<file path="src/rtl/pressure_alarm_ctrl.sv">
// Confirms sustained pressure warnings, latches the patient alarm until ack, and drives a square-wave buzzer.
// Outputs registered, one edge after the deciding input; no backpressure. PALARM_COUNT_EN adds the alarmCount output.
module pressure_alarm_ctrl #(
  parameter int CONFIRM_N = 4,
  parameter int CLEAR_N   = 8,
  parameter int BEEP_DIV  = 16
) (
  input  logic       clk,
  input  logic       rstN,
  input  logic       sampleValid,
  input  logic       pWarning,
  input  logic       ack,
  output logic       alarm,
  output logic       buzzer,
  output logic [1:0] alarmState
`ifdef PALARM_COUNT_EN
  ,
  output logic [7:0] alarmCount
`endif
);

  typedef enum logic [1:0] {
    IDLE    = 2'd0,
    PENDING = 2'd1,
    ALARM   = 2'd2,
    ACKED   = 2'd3
  } state_t;

  localparam logic [3:0]  CONFIRM_LAST = 4'(CONFIRM_N);
  localparam logic [7:0]  CLEAR_LAST   = 8'(CLEAR_N);
  localparam logic [15:0] BEEP_LAST    = 16'(BEEP_DIV - 1);

  state_t      state, stateNxt;
  logic [3:0]  confirmCnt, confirmNxt;
  logic [7:0]  clearCnt, clearNxt;
  logic [15:0] beepCnt;
  logic        warnStrobe, normStrobe;

  assign warnStrobe = sampleValid & pWarning;
  assign normStrobe = sampleValid & ~pWarning;
  assign alarmState = state;

  always_comb begin
    stateNxt   = state;
    confirmNxt = confirmCnt;
    clearNxt   = clearCnt;
    case (state)
      IDLE: begin
        if (warnStrobe) begin
          if (CONFIRM_LAST == 4'd1) begin
            stateNxt   = ALARM;
            confirmNxt = 4'd0;
          end else begin
            stateNxt   = PENDING;
            confirmNxt = 4'd1;
          end
        end
      end
      PENDING: begin
        if (warnStrobe) begin
          if (confirmCnt + 4'd1 == CONFIRM_LAST) begin
            stateNxt   = ALARM;
            confirmNxt = 4'd0;
          end else begin
            confirmNxt = confirmCnt + 4'd1;
          end
        end else if (normStrobe) begin
          stateNxt   = IDLE;
          confirmNxt = 4'd0;
        end
      end
      // Samples are deliberately ignored here: the alarm stays latched until ack.
      ALARM: begin
        if (ack) begin
          stateNxt = ACKED;
          clearNxt = 8'd0;
        end
      end
      ACKED: begin
        if (normStrobe) begin
          if (clearCnt + 8'd1 == CLEAR_LAST) begin
            stateNxt = IDLE;
            clearNxt = 8'd0;
          end else begin
            clearNxt = clearCnt + 8'd1;
          end
        end else if (warnStrobe) begin
          clearNxt = 8'd0;
        end
      end
      default: stateNxt = IDLE;
    endcase
  end

  always_ff @(posedge clk or negedge rstN) begin
    if (!rstN) begin
      state      <= IDLE;
      confirmCnt <= 4'd0;
      clearCnt   <= 8'd0;
      beepCnt    <= 16'd0;
      alarm      <= 1'b0;
      buzzer     <= 1'b0;
    end else begin
      state      <= stateNxt;
      confirmCnt <= confirmNxt;
      clearCnt   <= clearNxt;
      alarm      <= (stateNxt == ALARM) || (stateNxt == ACKED);
      // Buzzer starts high on entry so the first audible half-period is full length.
      if (stateNxt == ALARM && state != ALARM) begin
        buzzer  <= 1'b1;
        beepCnt <= 16'd0;
      end else if (stateNxt == ALARM) begin
        if (beepCnt == BEEP_LAST) begin
          beepCnt <= 16'd0;
          buzzer  <= ~buzzer;
        end else begin
          beepCnt <= beepCnt + 16'd1;
        end
      end else begin
        buzzer  <= 1'b0;
        beepCnt <= 16'd0;
      end
    end
  end

`ifdef PALARM_COUNT_EN
  always_ff @(posedge clk or negedge rstN) begin
    if (!rstN) begin
      alarmCount <= 8'd0;
    end else if (stateNxt == ALARM && state != ALARM && alarmCount != 8'hFF) begin
      alarmCount <= alarmCount + 8'd1;
    end
  end
`endif

endmodule

</file>
<file path="config.mk">
export PLATFORM = sky130hd
export DESIGN_NAME = pressure_alarm_ctrl
export DESIGN_NICKNAME = d
export VERILOG_FILES = /design/src/rtl/pressure_alarm_ctrl.sv
export SDC_FILE = /design/constraint.sdc
export NUM_CORES = 1
export LEC_CHECK = 0
export BUFFER_PORTS_ARGS = -buffer_cell sky130_fd_sc_hd__buf_4
export CAP_MARGIN = 20
export CORE_MARGIN = 2
export CORE_UTILIZATION = 25
export CTS_BUF_LIST = sky130_fd_sc_hd__clkbuf_8
export CTS_CLUSTER_SIZE = 25
export DETAILED_ROUTE_END_ITERATION = 8
export PLACE_DENSITY = 0.43
export SYNTH_ARGS = -nofsm -noshare
export SYNTH_HDL_FRONTEND = slang
export SYNTH_SLANG_ARGS = --single-unit
</file>
<file path="constraint.sdc">
create_clock -name clk -period 4.7 [get_ports clk]
set_input_delay 0.47 -clock clk [delete_from_list [all_inputs] [get_ports clk]]
set_output_delay 0.47 -clock clk [all_outputs]
set_load 0.05 [all_outputs]
</file>
* Word-level counts from Yosys, hierarchy flattened
Cells that the tools add are included.
Storage, ports and cells: register bits 32, output and inout bits 4, input port bits 5
Cells by class: add/subtract/negate cells 3, equality and inequality tests 14, muxes and demuxes 24, reduce and logical (&&, ||, !) cells 7, bitwise operators 4
Operators by type and width (count):
- 2-to-1 mux 16 bit | 3
- 2-to-1 mux 8 bit | 4
- adder 16 x 1 -> 16 bit (second input constant) | 1
- == test 16 x 4 -> 1 bit (second input constant) | 1
- 2-to-1 mux 4 bit | 4
- case mux 8 bit (2 select lines) | 1
- 2-to-1 mux 2 bit | 7
- adder 8 x 1 -> 8 bit (second input constant) | 1
- == test 2 bit (second input constant) | 4
- == test 8 x 4 -> 1 bit (second input constant) | 1
- case mux 2 bit (4 select lines) | 1
- case mux 4 bit (2 select lines) | 1
- != test 2 bit (second input constant) | 3
- != test 3 bit (second input constant) | 2
- AND reduction 3 bit | 2
- adder 4 x 1 -> 4 bit (second input constant) | 1
- == test 4 x 3 -> 1 bit (second input constant) | 1
- nonzero test 2 bit | 2
- 2-to-1 mux 1 bit | 3
- != test 3 x 1 -> 1 bit (second input constant) | 1
- AND 1 bit | 2
- == test 2 x 1 -> 1 bit (second input constant) | 1
- zero test 2 bit | 1
- NOT 1 bit | 2
- 2 further kinds | 2

* Logic depth before layout (Yosys ltp)
Gate-level depths: netlist of run 1.
depth after elaboration 8, mapped depth 7

* Least setup slack after synthesis of run 1
No wires, ideal clock.
path type register to register, start register state[0], in the netlist alarmState[0], end register clearCnt[7], cell stages (with the launch flop) 5, period minus slack after synthesis 1.741 ns, setup slack 2.959 ns, buffers on the path 0, data arrival time 1.658 ns, data required time 4.617 ns, cell sequence dfrtp_1 nand2_1 nor3b_1 nand4_1 o21ai_0
On the way: word-level cells in the longest chain between the ends 3, elaborated cells between the ends (all ways) 7, those cells by class 4 x eq/ne; 1 x mux; 2 x reduce/logical
RTL lines:
- start, declared | RTL line 33 | state_t state, stateNxt;
- start signal, assigned | RTL line 104 | state <= stateNxt;
- == test 2 bit | RTL line 47 | case (state)
- != test 3 bit (no source line), or another cell as far along
- AND reduction 3 bit (no source line)
- end signal, assigned | RTL line 106 | clearCnt <= clearNxt;
- end, declared | RTL line 35 | logic [7:0] clearCnt, clearNxt;
Parallel ways exist; a longest one is shown, timed or not. A chain may end at the register's enable or synchronous reset.

* Final worst setup path of run 1
start register beepCnt[0], end register beepCnt[14]
On the way: word-level cells in the longest chain between the ends 4, elaborated cells between the ends (all ways) 5, those cells by class 1 x add/sub; 1 x eq/ne; 3 x mux
RTL lines:
- start, declared | RTL line 36 | logic [15:0] beepCnt;
- start signal, assigned | RTL line 117 | beepCnt <= beepCnt + 16'd1;
- adder 16 x 1 -> 16 bit / == test 16 x 4 -> 1 bit (equally long branches) | RTL line 117, 113
- 2-to-1 mux 16 bit * | RTL line 113 | if (beepCnt == BEEP_LAST) begin
- 2-to-1 mux 16 bit * | RTL line 112 | end else if (stateNxt == ALARM) begin
- 2-to-1 mux 16 bit * | RTL line 109 | if (stateNxt == ALARM && state != ALARM) begin
Mark *: on every way between the ends. The rest lies on a longest branch, timed or not.

==> results of run 1 <==
-- worst register-to-register path, delay by kind of cell (launching register included) --
kind	cells	cell delay, ns
simple gates	3	0.94
fa+ha+maj	1	0.22
compound gates	1	0.31
flops	1	0.39
-- area by class of cell --
| class | instances | area, µm² |
|---|---|---|
| fillers | 699 | 4532 |
| multi-input cells | 140 | 868.3 |
| flip-flops and latches | 31 | 775.7 |
| clock buffers | 7 | 96.34 |
| well taps | 77 | 96.34 |
| repair buffers | 8 | 60.06 |
| inverters | 6 | 22.52 |
| clock inverters | 1 | 7.507 |
-- cell usage after synthesis (all sizes together) (5+ instances only) --
master  count
inv         6
xor2       12
dfrtp      31
nand3      13
nand2      20
xnor2       6
o21ai      15
nand4       7
and3        6
ha          5
nor2       23
-- state kept, by name (all words and copies together) (netlist names) --
signal / count
clearCnt: 8
buzzer: 1
beepCnt: 16
alarm: 1
confirmCnt: 4
alarmState: 1
-- logic make-up (layout without fill, tap and decap cells) --
family	count (synthesis)	count (layout)	share of synthesized area, %
adder cells (fa/ha/maj)	5	5	3.704
AO/OA/AOI/OAI	31	31	11.85
multiplexers	1	1	0.5926
AND/OR/NAND/NOR	85	85	25.93
buffers and inverters	10	22	2.666
flip-flops	31	31	45.93
XOR/XNOR	18	18	9.333
-- metal layers --
metal | track usage (%) | part of all wire [%] | vias to the layer above
met1 | 14.18 | 50 | 609
met4 | 5.256 | 2.1 | 0
met5 | 0 | 0 | -
li1 | - | - | 662
met2 | 14.02 | 43 | 18
met3 | 3.619 | 4.3 | 9
-- through the flow --
step | utilization [%] | hold slack, ns
floorplan | - | 0.1744
global placement | 28.23 | 0.4436
detailed placement | 28.23 | 0.4428
CTS | 29.83 | 0.1245
global route | 29.83 | 0.1340
finish | 29.83 | 0.1015
-- power by group through the flow --
stage | combinational, mW | clock, mW | sequential, mW
2_1_floorplan | 0.0117 | 0 | 0.280
3_3_place_gp | 0.0254 | 0 | 0.281
3_5_place_dp | 0.0248 | 0 | 0.281
4_1_cts | 0.0249 | 0.250 | 0.276
5_1_grt | 0.0285 | 0.261 | 0.277
6_report | 0.0242 | 0.239 | 0.276
-- how the worst min path moves through the flow --
stage,cells after the start,end,from,slack [ns]
floorplan,0,alarm,rstN,0.17
global placement,1,beepCnt[9],rstN,0.44
detailed placement,1,beepCnt[7],rstN,0.44
CTS,1,beepCnt[10],rstN,0.12
global route,1,beepCnt[10],rstN,0.13
finish,1,beepCnt[10],rstN,0.10
==> metrics.yaml, run 1 <==
worst_setup_path:
  critical_path.top_delay_family: "simple AND/OR/NAND/NOR gates"
  cp_data_arrival_time_ns: 2.15
  timing.reg2reg.setup_slack_ns: 2.75
  crit_type: "reg -> reg"
  required_ns: 4.90
  top_cell_by_count_worst_path: "nand4_1"
  reg2regPathDepth: 5
  start_kind: "register"
  worstSetupEndpointType: "register"
  timing.critical_path.slowest_cell_delay_ns: 0.56
  rr_endpoint: "beepCnt[14]"
  startpoint: "beepCnt[0]"
  crit_fanout: 16
  reg2reg_from: "beepCnt[0]"
  crit_chain: "ha_1 -> and3_1 -> nand4_1 -> nand4_1 -> a21oi_1"
  critical_path.n_buffers_inverters: 0
  worst_path_max_delay_cell: "nand4_1"
  critical_path_cell_count: 5
  critPathCapture: "beepCnt[14]"
cells_and_area:
  area_delta_synth_final_pct: 14.07
  most_frequent_cells_in_the_layout: "dfrtp_1, nor2_1, nand2_1"
  finish.cell_count_without_fillers: 270
  layout_commonest_cell: "dfrtp_1"
  finish.net_count: 202
  insertedDiodeCount: 0
  final_area_um2: 1927
  post_route_cells_drive_above_1_share_pct: 12.44
logic_synthesis:
  synth.yosys.seq_area_share_pct: 45.93
  syn_area_per_cell_um2: 9.332
  synth_enable_flop_cells: 0
  post_synth_num_cell_types: 37
  synth_top_area_cell: "dfrtp_1"
  yosysWarnings: 0
  area_share_of_the_leading_cell_type_in_the_synthesized_netlist_pct: 45.93
  async_flop_share_pct: 100.0
  synthCells: 181
  postSynthNetCount: 191
  synth-seq-cells: 31
  postSynth.topFlopCell: "dfrtp_1"
  netlist_area_um2: 1689
  synth_top_cells_by_area: "dfrtp_1, xor2_1, nor2_1"
placed_design:
  port_buffers: 8
  dp_hpwl_um: 2325
  post-place-cells: 262
  dp_worst_setup_slack_ns: 2.700
  placedInstanceArea_um2: 1823
  place_congestion: 0.7446
detailed_routing:
  postRouteAntennaNets: 0
  drt_pass_1_iters: 4
  drc_violations_left: 0
  drt-wirelength-per-cell_um: 12.51
  dr_total_vias: 1298
  finalWirelength_um: 3379
  post_drt_via_cell_ratio: 4.807
  drt_first_iter_violations: 26
sta:
  finalCritPeriodShare_pct: 41.55
  report.final.setup_viol: 0
  grt_setup_unrepaired: "false"
  finalWorstSetupSlack_ns: 2.747
  fmax_mhz: 512.1
  report.final.hold_viol_count: 0
  tightest_slew_ns: 0.8486
  setup_tns_ns: 0
  final_max_slew_viol_count: 0
  worst_slew_margin_rel_pct: 43.30
  finalWorstPathRequiredPeriod_ns: 1.953
  worst_clock_skew_ns: 0.01399
power_and_ir_drop:
  switching_share_pct: 23.61
  total_power_uw: 539.1
  clockPowerShare_pct: 44.3
  switchingPower_uw: 127.3
  power_per_cell_area_nw_per_um2: 279.8
  cell_internal_power_uw: 411.9
  leakage_nw: 0.8171
  power.ir.vdd_worst_uv: 94.42
  power.share.combinational_pct: 4.5
  pwr-share-seq_pct: 51.2
floorplan:
  overall_die_width_um: 86.20
  initial_core_util_pct: 26.15
  die_area_um2: 7430
  die_y_um: 86.20
  boundaryPins: 9
  floorplan.rows: 29
  placeableCoreArea_um2: 6459
clock_network:
  clk_pin_slew_ns: 0.08
  postCtsHoldBufs: 0
  clock-root-buffer: "clkbuf_8"
  cts_made_buffers: 5
  cts_max_level: 2
  cts_repair_resize_count: 0
  clock_latency_ns: 0.29
  cts_post_setup_buffers_inserted: 0
  cts_tree: "done"
  max-clock-path-buffers: 2
  clock_sink_total: 31
run:
  max_cap_viol_count: 0
global_route:
  grt_pass1_vias: 1297
  grt_start_max_net_pins: 32
  global_route.usage.total_pct: 10.25
  grt_overflow: 0
  antenna_violations_before_repair: 0
  grt_pass1_wl_um: 6003
worst_hold_path:
  timing.hold.worst.class: "in -> async"
status:
  run_status: "finished, final reports clean"
Note: power is estimated with default switching activity, not from simulation.
==> run 2: changes to the inputs <==
clock period = 1.9 ns   (was 4.7 ns; I/O delays follow)
==> metrics.yaml, run 2 (synthesis results as in run 1) <==
detailed_routing:
  finalWirelength_um: 3503
  dr_total_vias: 1288
  drc_violations_left: 0
  post_drt_via_cell_ratio: 4.684
  drt-wirelength-per-cell_um: 12.74
  postRouteAntennaNets: 0
  drt_pass_1_iters: 4
  drt_first_iter_violations: 67
sta:
  setup_tns_ns: 0
  report.final.hold_viol_count: 0
  grt_setup_unrepaired: "false"
  finalCritPeriodShare_pct: 91.41
  final_max_slew_viol_count: 0
  fmax_mhz: 575.8
  tightest_slew_ns: 0.4371
  report.final.setup_viol: 0
  finalWorstPathRequiredPeriod_ns: 1.737
  worst_clock_skew_ns: 0.009691
  worst_slew_margin_rel_pct: 70.86
  hold_ws_ns: 0.2468
placed_design:
  place_congestion: 0.7535
  dp_hpwl_um: 2341
  placedInstanceArea_um2: 1846
  port_buffers: 8
power_and_ir_drop:
  leakage_nw: 0.8467
  power.ir.vdd_worst_uv: 208.4
  total_power_mw: 1.444
  power_per_cell_area_nw_per_um2: 727.6
worst_setup_path:
  crit_type: "reg -> reg"
  rr_endpoint: "clearCnt[0]"
  worstSetupEndpointType: "register"
  reg2reg_from: "clearCnt[1]"
  reg2regPathDepth: 8
  required_ns: 2.07
  crit_fanout: 7
  timing.reg2reg.setup_slack_ns: 0.16
  start_kind: "register"
  cp_data_arrival_time_ns: 1.91
cells_and_area:
  largest_register: "beepCnt"
  post_route_cells_drive_above_1_share_pct: 15.15
  final_area_um2: 1984
  number_of_flip_flops_under_the_largest_register_name: 16
  finish.net_count: 207
  reg_top3: "beepCnt x16, clearCnt x8, confirmCnt x4"
  area_delta_synth_final_pct: 17.48
  most_frequent_cells_in_the_layout: "dfrtp_1, nor2_1, nand2_1"
  insertedDiodeCount: 0
  layout_commonest_cell: "dfrtp_1"
status:
  run_status: "finished, final reports clean"
clock_network:
  clock_latency_ns: 0.29
  max-clock-path-buffers: 2
  clock_sink_total: 31
  cts_tree: "done"
  cts_max_level: 2
  clk_pin_slew_ns: 0.07
  cts_made_buffers: 5
  clock-root-buffer: "clkbuf_8"
floorplan:
  die_y_um: 86.20
  die_area_um2: 7430
  initial_core_util_pct: 26.15
  boundaryPins: 9
  placeableCoreArea_um2: 6459
  overall_die_width_um: 86.20
  floorplan.rows: 29
global_route:
  grt_overflow: 0
  grt_pass1_vias: 1274
  grt_start_max_net_pins: 32
  global_route.usage.total_pct: 10.61
  grt_pass1_wl_um: 6099
  antenna_violations_before_repair: 0
worst_hold_path:
  timing.hold.worst.class: "in -> reg"
  hold_depth: 3
  hold_end: "confirmCnt[0]"
  hold_start: "pWarning"
run:
  max_cap_viol_count: 0
## run 2: worst max-delay path by stage
stage / from / to / slack [ns] / cells past startpoint
after floorplan: alarmState[0] / clearCnt[7] / 0.16 / 4
after global placement: clearCnt[1] / buzzer / 0.16 / 7
after detailed placement: clearCnt[1] / clearCnt[3] / 0.1 / 7
after CTS: clearCnt[1] / clearCnt[3] / 0.08 / 7
after global routing: clearCnt[3] / clearCnt[3] / 0.007 / 6
final: clearCnt[1] / clearCnt[0] / 0.16 / 8
## run 2: cell type report
cell class              count  area, µm²
clock buffers               6      82.58
clock inverters             2      35.03
fillers                   689       4474
inverters                   6      22.52
multi-input cells         140      870.8
flip-flops and latches     31      777.0
well taps                  77      96.34
repair buffers             13      100.1
## run 2: repair_timing
item                                    CTS  global route
hold buffers                              1             0
setup buffers                             0             1
gates resized for setup                   0             2
hold endpoints to repair                 31             0
endpoints found under the setup margin    0             3
## run 2: worst max-delay path, cell delays in order (launching register included)
cell	delay (ns)
dfrtp_2	0.45
ha_2	0.22
nor2_1	0.09
nand2_1	0.07
a211oi_2	0.27
nand4_1	0.20
buf_4	0.19
nand2_1	0.06
o21ai_0	0.07
## run 2: per-stage QoR
stage / cells / setup slack (ns) / util (%)
2_1_floorplan: 181 / 0.1592 / -
3_3_place_gp: 265 / 0.1638 / 28.57
3_5_place_dp: 265 / 0.09589 / 28.57
4_1_cts: 274 / 0.08140 / 30.55
5_1_grt: 275 / 0.006736 / 30.72
6_report: 275 / 0.1632 / 30.72
## run 2: power breakdown
| group | internal, mW | switching, mW | leakage, nW |
|---|---|---|---|
| registers | 0.669 | 0.0142 | 0.418 |
| clock network | 0.424 | 0.266 | 0.0612 |
| logic | 0.0280 | 0.0425 | 0.367 |
## run 2: metal layers
layer	wire length (µm)	global-route usage (%)	part of all wire, %	up-vias
li1	-	-	-	671
met1	1694	14.12	48	589
met2	1588	15.72	45	21
met3	148	3.238	4.2	7
met4	72	5.114	2.1	0
met5	0	0	0	-
==> run 3: changes to the inputs <==
CORE_UTILIZATION = 60   (was 25)
PLACE_DENSITY = 0.82   (was 0.43)
==> metrics.yaml, run 3 (synthesis results as in run 1) <==
worst_setup_path:
  crit_fanout: 7
  cp_data_arrival_time_ns: 2.00
  required_ns: 2.11
  start_kind: "register"
  crit_type: "reg -> reg"
  timing.reg2reg.setup_slack_ns: 0.12
  worstSetupEndpointType: "register"
detailed_routing:
  postRouteAntennaNets: 0
  drt_first_iter_violations: 85
  detailroute.wirelength.met2_um: 1604
  drt-wirelength-per-cell_um: 14.95
  drt_pass_1_iters: 4
  drc_violations_left: 0
  post_drt_via_cell_ratio: 6.009
  dr_total_vias: 1364
  routed.top_layer: "met4"
  finalWirelength_um: 3394
  met3WireLength_um: 180
  m1WireLength_um: 1489
global_route:
  grt_overflow: 0
  antenna_violations_before_repair: 0
  global_route.usage.total_pct: 23.83
  grt_pass1_vias: 1304
  grt_start_max_net_pins: 32
  grt_pass1_wl_um: 5823
clock_network:
  max-clock-path-buffers: 2
  cts_max_level: 2
  clock_sink_total: 31
  clock_latency_ns: 0.29
  cts_post_setup_buffers_inserted: 0
  cts_made_buffers: 5
  cts_tree: "done"
  clock-root-buffer: "clkbuf_8"
  clk_pin_slew_ns: 0.07
floorplan:
  floorplan.rows: 19
  overall_die_width_um: 57.06
  initial_core_util_pct: 62.33
  die_area_um2: 3256
  placeableCoreArea_um2: 2710
  die_y_um: 57.06
  boundaryPins: 9
sta:
  setup_tns_ns: 0
  finalCritPeriodShare_pct: 93.90
  grt_setup_unrepaired: "false"
  fmax_mhz: 560.5
  worst_clock_skew_ns: 0.01110
  finalWorstSetupSlack_ns: 0.1159
  finalWorstPathRequiredPeriod_ns: 1.784
  report.final.hold_viol_count: 0
  report.final.setup_viol: 0
  final_max_slew_viol_count: 0
  tightest_slew_ns: 0.3771
  worst_slew_margin_rel_pct: 74.67
power_and_ir_drop:
  leakage_nw: 0.8258
  power_per_cell_area_nw_per_um2: 654.1
  power.ir.vdd_worst_uv: 770.5
cells_and_area:
  register_area_um2: 778.2
  layout_commonest_cell: "dfrtp_1"
  post_route_cells_drive_above_1_share_pct: 14.80
  finish.net_count: 205
  finish.cell_count_without_fillers: 227
  area_delta_synth_final_pct: 11.70
  final_area_um2: 1887
  number_of_flip_flops_under_the_largest_register_name: 16
  multi_input_comb_area_um2: 880.8
  post-route-util_pct: 69.62
  largest_register: "beepCnt"
  insertedDiodeCount: 0
  most_frequent_cells_in_the_layout: "dfrtp_1, nor2_1, nand2_1"
  reg_top3: "beepCnt x16, clearCnt x8, confirmCnt x4"
  fillers: 221
placed_design:
  port_buffers: 8
  dp_hpwl_um: 2319
  post-place-cells: 218
  place_congestion: 0.8425
  dp_worst_setup_slack_ns: 0.1062
  placedInstanceArea_um2: 1780
run:
  max_cap_viol_count: 0
status:
  run_status: "finished, final reports clean"
worst_hold_path:
  timing.hold.worst.class: "in -> reg"
-- run 3: critical path: stages, from the launching register on --
cell and delay (ns):
dfrtp_1 0.48, a21boi_0 0.24, o211ai_1 0.15, a211oi_2 0.29, a41o_1 0.22, nand4_2 0.14
a211oi_2 0.20
-- run 3: final timing paths --
path,endpoint,cells past startpoint,from
setup / recovery,buzzer,6,clearCnt[3]
hold / removal,confirmCnt[0],3,pWarning
setup reg to reg,buzzer,6,clearCnt[3]
hold reg to reg,clearCnt[7],1,clearCnt[7]
max in group asynchronous,clearCnt[0],2,rstN
min in group asynchronous,confirmCnt[2],2,rstN
-- run 3: per-layer routing --
| layer | vias to the layer above | GRT usage (%) |
|---|---|---|
| li1 | 666 | - |
| met3 | 15 | 7.256 |
| met4 | 0 | 14.29 |
| met2 | 51 | 36.78 |
| met5 | - | 0 |
| met1 | 632 | 29.54 |
-- run 3: layout make-up --
type	instances	share of cell area [%]
multi-input combinational	140	46.68
sequential	31	41.25
timing repair buffer	11	4.509
clock buffer	5	3.647
tap	31	2.056
inverter	6	1.194
clock inverter	3	0.6631
-- run 3: timing repair --
| action | 4_1_cts | 5_1_grt |
|---|---|---|
| hold buffers | 1 | 0 |
| gates resized for setup | 0 | 5 |
| setup endpoints to repair | 0 | 5 |
| hold endpoints to repair | 31 | 0 |
-- run 3: through the flow --
stage | total power, mW | hold slack (ns)
floorplan | 0.7223 | -0.1056
global placement | 0.7530 | 0.1333
detailed placement | 0.7581 | 0.1385
CTS | 1.241 | 0.2564
global route | 1.286 | 0.2690
finish | 1.234 | 0.2531
-- run 3: power breakdown --
group	internal [mW]	total, mW	switching [mW]
combinational	0.0249	0.0642	0.0393
sequential	0.669	0.685	0.0162
clock	0.246	0.485	0.239
